[src/rtl/wb_arbiter_pkg.sv]
// Shared constants and the write-port bundle for the writeback arbiter.
// Define WB_ARB_RR_EN for round-robin priority; default is fixed priority.
package wb_arbiter_pkg;

    localparam int WB_XLEN  = 32;
    localparam int REG_W    = 5;
    localparam int GID_W    = 2;
    localparam int NREQ_DEF = 3;

    localparam int REQ_ALU  = 0;
    localparam int REQ_LOAD = 1;
    localparam int REQ_CSR  = 2;

    typedef struct packed {
        logic               en;
        logic [REG_W-1:0]   num;
        logic [WB_XLEN-1:0] data;
    } wb_port_t;

endpackage

[src/rtl/wb_rr_pick.sv]
// One-hot grant picker; rotating priority from ptr_i when WB_ARB_RR_EN
// is defined, otherwise fixed priority with the lowest index first.
module wb_rr_pick
    import wb_arbiter_pkg::*;
#(
    parameter int NREQ = NREQ_DEF
) (
    input  logic [NREQ-1:0]  valid_i,
    input  logic [GID_W-1:0] ptr_i,
    output logic [NREQ-1:0]  grant_o
);

`ifdef WB_ARB_RR_EN
    int idx;

    // Scan from lowest to highest priority so the last hit wins.
    always_comb begin
        grant_o = '0;
        idx     = 0;
        for (int k = NREQ - 1; k >= 0; k--) begin
            idx = (int'(ptr_i) + k) % NREQ;
            if (valid_i[idx]) begin
                grant_o = NREQ'(1) << idx;
            end
        end
    end
`else
    logic unused_ptr;
    assign unused_ptr = ^ptr_i;

    always_comb begin
        grant_o = '0;
        for (int k = NREQ - 1; k >= 0; k--) begin
            if (valid_i[k]) begin
                grant_o = NREQ'(1) << k;
            end
        end
    end
`endif

endmodule

[src/rtl/wb_arbiter.sv]
// Writeback arbiter: grants one requester per cycle to the register-file
// write port with a registered output stage. Priority mode set by WB_ARB_RR_EN.
module wb_arbiter
    import wb_arbiter_pkg::*;
#(
    parameter int NREQ = NREQ_DEF,
    parameter int XLEN = WB_XLEN
) (
    input  logic                   clk,
    input  logic                   rst_n,
    input  logic [NREQ-1:0]        ReqValid,
    input  logic [REG_W*NREQ-1:0]  ReqNum,
    input  logic [XLEN*NREQ-1:0]   ReqData,
    output logic [NREQ-1:0]        ReqReady,
    input  logic                   WbStall,
    output logic                   WriteBackReg,
    output logic [REG_W-1:0]       WriteBackNum,
    output logic [XLEN-1:0]        WriteBackData,
    output logic [GID_W-1:0]       GrantId
);

    logic [NREQ-1:0]  pick_gnt;
    logic [NREQ-1:0]  gnt;
    logic [GID_W-1:0] ptr_q;
    logic [GID_W-1:0] sel_id;
    logic [REG_W-1:0] sel_num;
    logic [XLEN-1:0]  sel_data;

    logic             en_d,   en_q;
    logic [REG_W-1:0] num_d,  num_q;
    logic [XLEN-1:0]  data_d, data_q;
    logic [GID_W-1:0] gid_d,  gid_q;

    wb_rr_pick #(.NREQ(NREQ)) u_pick (
        .valid_i (ReqValid & {NREQ{~WbStall}}),
        .ptr_i   (ptr_q),
        .grant_o (pick_gnt)
    );

    // Reset gates the grant so nothing is consumed while rst_n is low.
    assign gnt      = pick_gnt & {NREQ{rst_n}};
    assign ReqReady = gnt;

    always_comb begin
        sel_id   = '0;
        sel_num  = '0;
        sel_data = '0;
        for (int i = 0; i < NREQ; i++) begin
            if (gnt[i]) begin
                sel_id   = GID_W'(i);
                sel_num  = ReqNum[REG_W*i +: REG_W];
                sel_data = ReqData[XLEN*i +: XLEN];
            end
        end
    end

    always_comb begin
        en_d   = 1'b0;
        num_d  = num_q;
        data_d = data_q;
        gid_d  = gid_q;
        if (|gnt) begin
            en_d   = (sel_num != '0);
            num_d  = sel_num;
            data_d = sel_data;
            gid_d  = sel_id;
        end
    end

    always_ff @(posedge clk or negedge rst_n) begin
        if (!rst_n) begin
            en_q   <= 1'b0;
            num_q  <= '0;
            data_q <= '0;
            gid_q  <= '0;
        end else begin
            en_q   <= en_d;
            num_q  <= num_d;
            data_q <= data_d;
            gid_q  <= gid_d;
        end
    end

`ifdef WB_ARB_RR_EN
    logic [GID_W-1:0] ptr_d;

    always_comb begin
        ptr_d = ptr_q;
        if (|gnt) begin
            ptr_d = (int'(sel_id) == NREQ - 1) ? '0 : sel_id + 1'b1;
        end
    end

    always_ff @(posedge clk or negedge rst_n) begin
        if (!rst_n) begin
            ptr_q <= '0;
        end else begin
            ptr_q <= ptr_d;
        end
    end
`else
    assign ptr_q = '0;
`endif

    assign WriteBackReg  = en_q;
    assign WriteBackNum  = num_q;
    assign WriteBackData = data_q;
    assign GrantId       = gid_q;

endmodule
[config.mk]
export PLATFORM = sky130hd
export DESIGN_NAME = wb_arbiter
export DESIGN_NICKNAME = d
export VERILOG_FILES = /design/src/rtl/wb_arbiter_pkg.sv /design/src/rtl/wb_rr_pick.sv /design/src/rtl/wb_arbiter.sv
export SDC_FILE = /design/constraint.sdc
export NUM_CORES = 1
export LEC_CHECK = 0
export ABC_AREA = 1
export BUFFER_PORTS_ARGS = -buffer_cell sky130_fd_sc_hd__buf_2
export CAP_MARGIN = 20
export CELL_PAD_IN_SITES_DETAIL_PLACEMENT = 0
export CELL_PAD_IN_SITES_GLOBAL_PLACEMENT = 1
export CORE_ASPECT_RATIO = 1.5
export CORE_MARGIN = 2
export CORE_UTILIZATION = 23
export CTS_BUF_LIST = sky130_fd_sc_hd__clkbuf_16
export CTS_CLUSTER_DIAMETER = 80
export DETAILED_ROUTE_END_ITERATION = 7
export PLACE_DENSITY = 0.73
export SYNTH_ARGS = -nofsm -noshare
export SYNTH_HDL_FRONTEND = slang
export SYNTH_SLANG_ARGS = --single-unit
[constraint.sdc]
create_clock -name clk -period 1.2 [get_ports clk]
set_input_delay 0.3 -clock clk [delete_from_list [all_inputs] [get_ports clk]]
set_output_delay 0.3 -clock clk [all_outputs]
set_load 0.02 [all_outputs]
==> out/metrics.yaml, run 1 <==
status: "complete, no violations"
irDropWorstVdd_uv: 488.0
fin_nets: 564
synth_area_um2: 2051
die_area_um2: 9703
antenna_found_initial: 0
cp_data_arrival_time_ps: 870
crit_type: "in2out"
clock_sinks: 40
synth-async-reset-ratio: 1.000
hold_path_class: "in2async"
synth_cell_types: 15
drt_wl_total_mm: 7.486
crit_path_max_fanout: 4
initial_core_util: 0.2351
cp-end-kind: "output pin"
multi_input_area_um2: 949.7
fillCellCount: 990
cts.htree.levels: 2
numCtsBuffers: 5
area_delta_synth_final_pct: 63.33
worst_path_most_repeated_cell: "nor2_4"
core_area_um2: 8723
wl_per_cell_um: 13.44
maxSlewViolCount: 0
drt_iter0_drc: 66
syn_avg_cell_area_um2: 7.709
reg2regPathDepth: 2
synth_top_area_share: 0.4881
yosysWarnings: 0
diodes: 0
fmax_mhz: 857.8
cp_top_family: "simple AND/OR/NAND/NOR gates"
worst_pin_slew_ps: 518.9
grt_first_pass_wirelength_mm: 11.78
rows: 42
timing.rr.end: "WriteBackData[11]$_DFFE_PN0P_"
setup_viol: 0
post-route-util: 0.3840
r2r_slack_ps: 540
place_congestion: 0.8266
fin_skew_ps: 0
drt_first_pass_iters: 4
synth_edf_count: 0
place_hpwl_mm: 5.926
synth_common_cells: "nand2_1, dfrtp_1, nand4_1"
synthTopCellsByArea: "dfrtp_1, nand2_1, nand4_1"
critPathMaxStageDelay_ps: 140
power_leakage_nw: 1.815
relSlewSlack: 0.6541
p_total_w: 0.004086
ys_seq_elements: 40
portBuffers: 159
final_hold_viol_count: 0
slowest_stage: "buf_4"
grt-ovfl-total: 0
io_pins: 160
rr_startpoint: "WriteBackData[11]$_DFFE_PN0P_"
post-route-period-util: 0.9714
path_clk_slew_ps: 60
startpoint_type: "input pin"
synth.most_common_cell: "nand2_1"
post-route-drc-count: 0
final_antenna_net_count: 0
clk_latency_ps: 270
cts_buffer_depth: 2
vias: 2464
dominantRegCellSynth: "dfrtp_1"
synth_nets: 383
cts_tree: "yes"
via_per_inst: 4.424
synth-seq-area-share: 0.4881
required_ps: 900
die_w_um: 81.10
cts_root_buffer: "clkbuf_16"
cp_cell_sequence: "buf_4 -> nor2_4 -> nand2_2 -> nor2_4 -> buf_6"
final_layout_size_suffix_gt1_frac: 0.4676
grt.total_usage: 0.1565
period_needed_ps: 1166
layout.area.seq_um2: 1001
grt_pass1_vias: 2565
grt_max_degree: 40
path_buf_inv: 2
die_y_um: 119.6
synth_top_area_cell: "dfrtp_1"
max-cap-violations: 0
synth_cells: 266
power.density_nw_per_um2: 1220
worst register-to-register path: cells and delay by family (launching register included):
| kind | cells | cell delay [ps] |
|---|---|---|
| and+or+nand+nor | 2 | 150 |
| DFF | 1 | 380 |
sequential cells by signal (all words and copies together), names as in the netlist:
signal,flops
WriteBackReg,1
GrantId,2
WriteBackNum,5
WriteBackData,32
worst max path at each step:
stage                     start                             to  slack (ps)  cells after the start
detailed placement        rst_n  WriteBackData[22]$_DFFE_PN0P_        -160                      8
global route        ReqValid[0]                    ReqReady[2]          -7                      5
floorplan           ReqValid[0]                    ReqReady[2]         -40                      5
global placement          rst_n                    ReqReady[1]        -190                      6
CTS                       rst_n                    ReqReady[1]         0.7                      6
finish              ReqValid[0]                    ReqReady[2]          30                      5
cell usage in the layout (no fill, tap or decap):
master / count
nand2_2: 2
buf_12: 3
clkinv_2: 1
a21o_1: 4
nor2_4: 5
nor2_2: 1
nor2_1: 4
buf_6: 6
buf_2: 152
nand4_1: 35
nand3_1: 9
nand2_4: 1
nand2_1: 142
o31ai_4: 1
buf_4: 27
inv_2: 5
inv_1: 3
dfrtp_1: 40
dlygate4sd3_1: 1
clkbuf_16: 5
logic make-up after synthesis:
logic type | Yosys count | share of synthesized area
DFF | 40 | 0.4881
AOI/OAI and AO/OA | 5 | 0.02074
buffers and inverters | 22 | 0.06528
and+or+nand+nor | 199 | 0.4259
where the power goes:
part           total (W)  internal [W]  leakage [nW]  switching [W]
combinational    0.00116      0.000481          1.25       0.000682
clock            0.00124      0.000746        0.0709       0.000489
sequential       0.00169       0.00157         0.499       0.000119
total            0.00409       0.00280          1.82        0.00129
timing repair:
item                       CTS  global route
hold endpoints to repair     1             0
buffers inserted             3             1
pin swaps                    2             2
gates resized for setup     12             7
hold buffers                 1             0
setup endpoints to repair    3             4
routing by layer:
layer / GRT usage / share of wire
met1: 0.1753 / 0.39
met5: 0 / 0
met3: 0.02707 / 0.060
met2: 0.2934 / 0.53
met4: 0.04449 / 0.016
through the flow:
stage          area (um2)  TNS (ps)  instances  setup WS (ps)  hold WS, ps
2_1_floorplan        2059    -38.22        266         -38.22        4.409
3_3_place_gp         3118     -6411        545         -192.5        271.4
3_5_place_dp         3118     -5721        545         -159.2        255.9
4_1_cts              3322         0        556         0.7025        185.0
5_1_grt              3349    -7.491        557         -7.491        179.0
6_report             3349         0        557          34.27        129.9
area by class of cell:
class	instances	area share
Timing Repair Buffer	189	0.3287
Sequential cell	40	0.2988
Multi-Input combinational cell	204	0.2835
Tap cell	110	0.04109
Clock buffer	5	0.03736
Inverter	7	0.007845
Clock inverter	2	0.002615
No activity file was read; power rests on OpenSTA's default activity.
==> run 2, diff against run 1 <==
- SETUP_SLACK_MARGIN: not set -> 0.3
==> out/metrics.yaml, run 2 (synthesis gave the netlist of run 1 again) <==
setup_viol: 0  # unchanged
cp_cell_sequence: "buf_12 -> nor2_4 -> nand2_2 -> nor2_4 -> buf_6"
layout_common_cells: "nand2_1, buf_2, buf_6, dfrtp_1"
final_common_cell: "nand2_1"
required_ps: 900  # about the same
irDropWorstVdd_uv: 530.0  # +8.6%
core_area_um2: 8723  # unchanged
wl_per_cell_um: 13.66  # +1.6%
grt.total_usage: 0.1597  # +0.003182
drt_first_pass_iters: 4  # unchanged
final_layout_size_suffix_gt1_frac: 0.5225  # +0.05492
critPathMaxStageDelay_ps: 150  # about the same
setup_tns_ps: 0  # unchanged
antenna_found_initial: 0  # unchanged
dp_cells: 538  # -1.3%
drt_iter0_drc: 94  # +42%
fmax_mhz: 852.4  # -0.63%
portBuffers: 159  # unchanged
power.density_nw_per_um2: 1177  # -3.5%
via_per_inst: 4.525  # +2.3%
hold_ws_ps: 213.1  # +83.18 ps
post-route-drc-count: 0  # unchanged
numCtsBuffers: 5  # unchanged
place_congestion: 0.7598  # -8.1%
drt_wl_total_mm: 7.880  # +5.3%
slowest_stage: "nor2_4"
relSlewSlack: 0.6473  # -0.006749
layout.cells.non_filler: 577  # +3.6%
area_delta_synth_final_pct: 93.41
vias: 2611  # +6.0%
io_pins: 160  # unchanged
final_hold_viol_count: 0  # unchanged
diodes: 0  # unchanged
place_hpwl_mm: 5.758  # -2.8%
maxSlewViolCount: 0  # unchanged
crit_type: "in2out"
r2r_slack_ps: 280  # -260 ps
period_needed_ps: 1173  # +7.424 ps
clk_latency_ps: 280  # about the same
status: "complete, no violations"
worst_path_most_repeated_cell: "nor2_4"
power_leakage_nw: 2.066  # +14%
final_antenna_net_count: 0  # unchanged
fin_nets: 583  # +3.4%
crit_path_max_fanout: 4  # unchanged
cts_buffer_depth: 2  # unchanged
worst_pin_slew_ps: 529.0  # +10.12 ps
reg2regPathDepth: 4  # +2
cts_tree: "yes"
post-route-period-util: 0.9776  # +0.006186
grt_max_degree: 41  # +2.5%
die_y_um: 119.6  # unchanged
grt_pass1_vias: 2597  # +1.2%
startpoint_type: "input pin"
clock_sinks: 40  # unchanged
grt-ovfl-total: 0  # unchanged
path_buf_inv: 2  # unchanged
grt_first_pass_wirelength_mm: 12.01  # +2.0%
rr_startpoint: "WriteBackData[27]$_DFFE_PN0P_"
largest_register_ffs: 32  # unchanged
rsz0062_at_grt: "true"
cts.htree.levels: 2  # unchanged
cts_root_buffer: "clkbuf_16"
max-cap-violations: 0  # unchanged
cp_data_arrival_time_ps: 870  # about the same
cp_top_family: "simple AND/OR/NAND/NOR gates"
hold_path_class: "in2async"
path_clk_slew_ps: 60  # about the same
fin_skew_ps: 0  # unchanged
rows: 42  # unchanged
initial_core_util: 0.2351  # unchanged
die_w_um: 81.10  # unchanged
timing.rr.end: "WriteBackData[27]$_DFFE_PN0P_"
die_area_um2: 9703  # unchanged
cp-end-kind: "output pin"
==> run 2: changes by cell type in the layout (fill, tap and decap cells not counted), sizes merged <==
cell / before / now
clkbuf: 5 / 6
inv: 8 / 9
buf: 188 / 207
dlygate4sd3: 1 / 0
==> run 2: worst reg2reg max path, delay by kind of cell, from the launching register on <==
kind	cells	cell delay [ps]
simple gates	2	130
flops	1	390
buf+inv	2	270
==> run 2: layer usage <==
metal  wire, um  track usage
met5          0            0
met3        562      0.03684
met2       4320       0.2887
met1       2889       0.1800
met4        108      0.05191
==> run 2: timing repair <==
item                       CTS  global route
pin swaps                   12            13
buffers inserted            19            11
hold buffers                 0             0
setup endpoints to repair   83            83
resized for setup          112            13
gates cloned                 0             1
==> run 2: worst max-delay path by stage <==
stage,to,slack [ps],depth (start not counted),from
floorplan,ReqReady[2],-40,5,ReqValid[0]
global route,ReqReady[1],-20,7,rst_n
finish,ReqReady[2],30,5,ReqValid[0]
detailed placement,WriteBackData[1]$_DFFE_PN0P_,-150,8,rst_n
global placement,ReqReady[2],-120,5,ReqValid[0]
CTS,ReqReady[1],40,7,rst_n
==> run 2: where the power goes <==
group	leakage, nW	switching [W]	total, W	internal, W
Sequential	0.499	0.000165	0.00174	0.00157
Clock	0.0738	0.000495	0.00124	0.000747
Combinational	1.49	0.000764	0.00169	0.000926
Total	2.07	0.00142	0.00467	0.00324
==> run 2: layout make-up <==
type                       count  area [um2]
fill                         907        4757
timing repair buffer         208        1593
multi-input combinational    204        1041
sequential                    40        1001
tap                          110       137.6
clock buffer                   5       125.1
inverter                       7       57.56
clock inverter                 3       11.26
==> run 2: stage by stage <==
stage,setup WS (ps),cell area [um2],total power [W],utilization
global route,-23.47,3966,0.004918,0.4547
CTS,40.46,3811,0.004630,0.4369
floorplan,-38.22,2163,0.002305,-
finish,26.85,3966,0.004668,0.4547
global placement,-123.0,3163,0.002892,0.3626
detailed placement,-145.8,3163,0.002904,0.3626
==> run 3, diff against run 2 <==
- CORE_UTILIZATION: 23 -> 26
- PLACE_DENSITY: 0.73 -> 0.78
- clock period: 1.2 -> 1.25 ns (I/O delays scaled with it)
==> out/metrics.yaml, run 3 (synthesis gave the netlist of run 1 again) <==
diodes: 0  # unchanged
startpoint_type: "input pin"
status: "complete, no violations"
grt_use_met3: 0.02073  # -0.01611
drt_iter0_drc: 111  # +18%
final_layout_size_suffix_gt1_frac: 0.6193  # +0.09686
area_delta_synth_final_pct: 120.9
post-route-period-util: 0.9467
fillCellCount: 699  # -23%
hold_path_class: "in2async"
fin_skew_ps: 0  # unchanged
path_clk_slew_ps: 60  # about the same
initial_core_util: 0.2694  # +0.03431
worst_pin_slew_ps: 309.3  # -219.8 ps
layout.area.seq_um2: 1001  # unchanged
rsz0062_at_grt: "true"
crit_type: "in2out"
reg2regPathDepth: 4  # unchanged
post-route-drc-count: 0  # unchanged
io_pins: 160  # unchanged
hold_ws_ps: 35.33  # -177.8 ps
layout.cells.non_filler: 588  # +1.9%
wl_per_cell_um: 15.04  # +10%
via_per_inst: 4.515  # -0.22%
cp-end-kind: "output pin"
fmax_mhz: 845.0
portBuffers: 159  # unchanged
maxSlewViolCount: 0  # unchanged
layout_common_cells: "buf_2, nand2_1, buf_6, dfrtp_1, nand4_1"
grt-ovfl-total: 0  # unchanged
final_hold_viol_count: 0  # unchanged
gr-usage-met1: 0.2214  # +0.04135
dp_cells: 533  # -0.93%
rows: 39  # -7.1%
core_area_um2: 7612  # -13%
cp-endpoint: "ReqReady[1]"
final_antenna_net_count: 0  # unchanged
place_congestion: 0.8013  # +5.5%
numCtsBuffers: 5  # unchanged
drt_wl_total_mm: 8.845  # +12%
multi_input_area_um2: 1176  # +13%
cts_buffer_depth: 2  # unchanged
power.density_nw_per_um2: 1029  # -13%
vias: 2655  # +1.7%
grt_max_degree: 24  # -41%
fin_nets: 602  # +3.3%
grt.total_usage: 0.1999  # +0.04019
post-route-util: 0.5950  # +0.1403
largest_register_ffs: 32  # unchanged
clk_latency_ps: 270  # about the same
final_common_cell: "buf_2"
max-cap-violations: 0  # unchanged
setup_slack_ps: 66.61  # +39.76 ps
drt_first_pass_iters: 5  # +1
die_y_um: 112.8  # -5.7%
irDropWorstVdd_uv: 466.3  # -12%
timing.rr.end: "WriteBackData[6]$_DFFE_PN0P_"
cts.htree.levels: 2  # unchanged
relSlewSlack: 0.7938  # +0.1465
rr_startpoint: "WriteBackData[6]$_DFFE_PN0P_"
p_total_w: 0.004658  # -0.21%
place_hpwl_mm: 5.732  # -0.46%
cp_data_arrival_time_ps: 870  # about the same
crit_path_max_fanout: 3  # -1
antenna_found_initial: 0  # unchanged
r2r_slack_ps: 330  # +50 ps
grt_pass1_vias: 2694  # +3.7%
met2_usage: 0.3947  # +0.1060
grt_first_pass_wirelength_mm: 13.47  # +12%
cts_tree: "yes"
busiest_layer: "met2"
cts_root_buffer: "clkbuf_16"
die_w_um: 76.52  # -5.7%
period_needed_ps: 1183
power_leakage_nw: 2.342  # +13%
setup_viol: 0  # unchanged
required_ps: 940  # +40 ps
clock_sinks: 40  # unchanged
die_area_um2: 8629  # -11%
startpoint: "ReqValid[0]"
place_ws_ps: -133.0  # +12.86 ps
## run 3: worst min path at each step
stage / end / slack, ps / cells past startpoint
2_1_floorplan: GrantId[0]$_DFFE_PN0P_ / 20 / 0
3_3_place_gp: WriteBackNum[3]$_DFFE_PN0P_ / 460 / 1
3_5_place_dp: WriteBackData[13]$_DFFE_PN0P_ / 470 / 2
4_1_cts: WriteBackData[20]$_DFFE_PN0P_ / 60 / 2
5_1_grt: WriteBackData[20]$_DFFE_PN0P_ / 40 / 2
6_report: WriteBackNum[1]$_DFFE_PN0P_ / 40 / 2
## run 3: area by class of cell
type / instances / area share
clock buffer: 5 / 0.02762
clock inverter: 3 / 0.003039
inverter: 7 / 0.01381
multi-input combinational: 204 / 0.2597
sequential: 40 / 0.2210
tap: 102 / 0.02818
timing repair buffer: 227 / 0.4467
## run 3: worst max-delay path, cell delays in order
cell and delay (ps):
buf_8 100, buf_6 110, nor2_4 80, nand2_2 80
inv_4 60, buf_6 110
## run 3: per-stage QoR
step	instance area (um2)	setup TNS, ps
after floorplan	2163	-13.22
after global placement	3176	-3045
after detailed placement	3176	-4078
after CTS	4292	0
after global routing	4529	0
final	4529	0
## run 3: where the power goes
| part | switching, W | internal [W] |
|---|---|---|
| Combinational | 0.000793 | 0.000994 |
| Clock | 0.000478 | 0.000724 |
| Sequential | 0.000161 | 0.00151 |
| Total | 0.00143 | 0.00323 |
## run 3: per-layer routing
layer	wire length, um	share of wire
met5	0	0
met4	109	0.012
met3	319	0.036
met2	5091	0.58
met1	3324	0.38
## run 3: repair_timing
action                                  in CTS  in global routing
buffers inserted                            26                 12
gates resized for setup                    155                 43
pin swaps                                   27                 30
hold buffers                                 0                  0
gates cloned                                 9                  0
endpoints found under the setup margin      83                 83
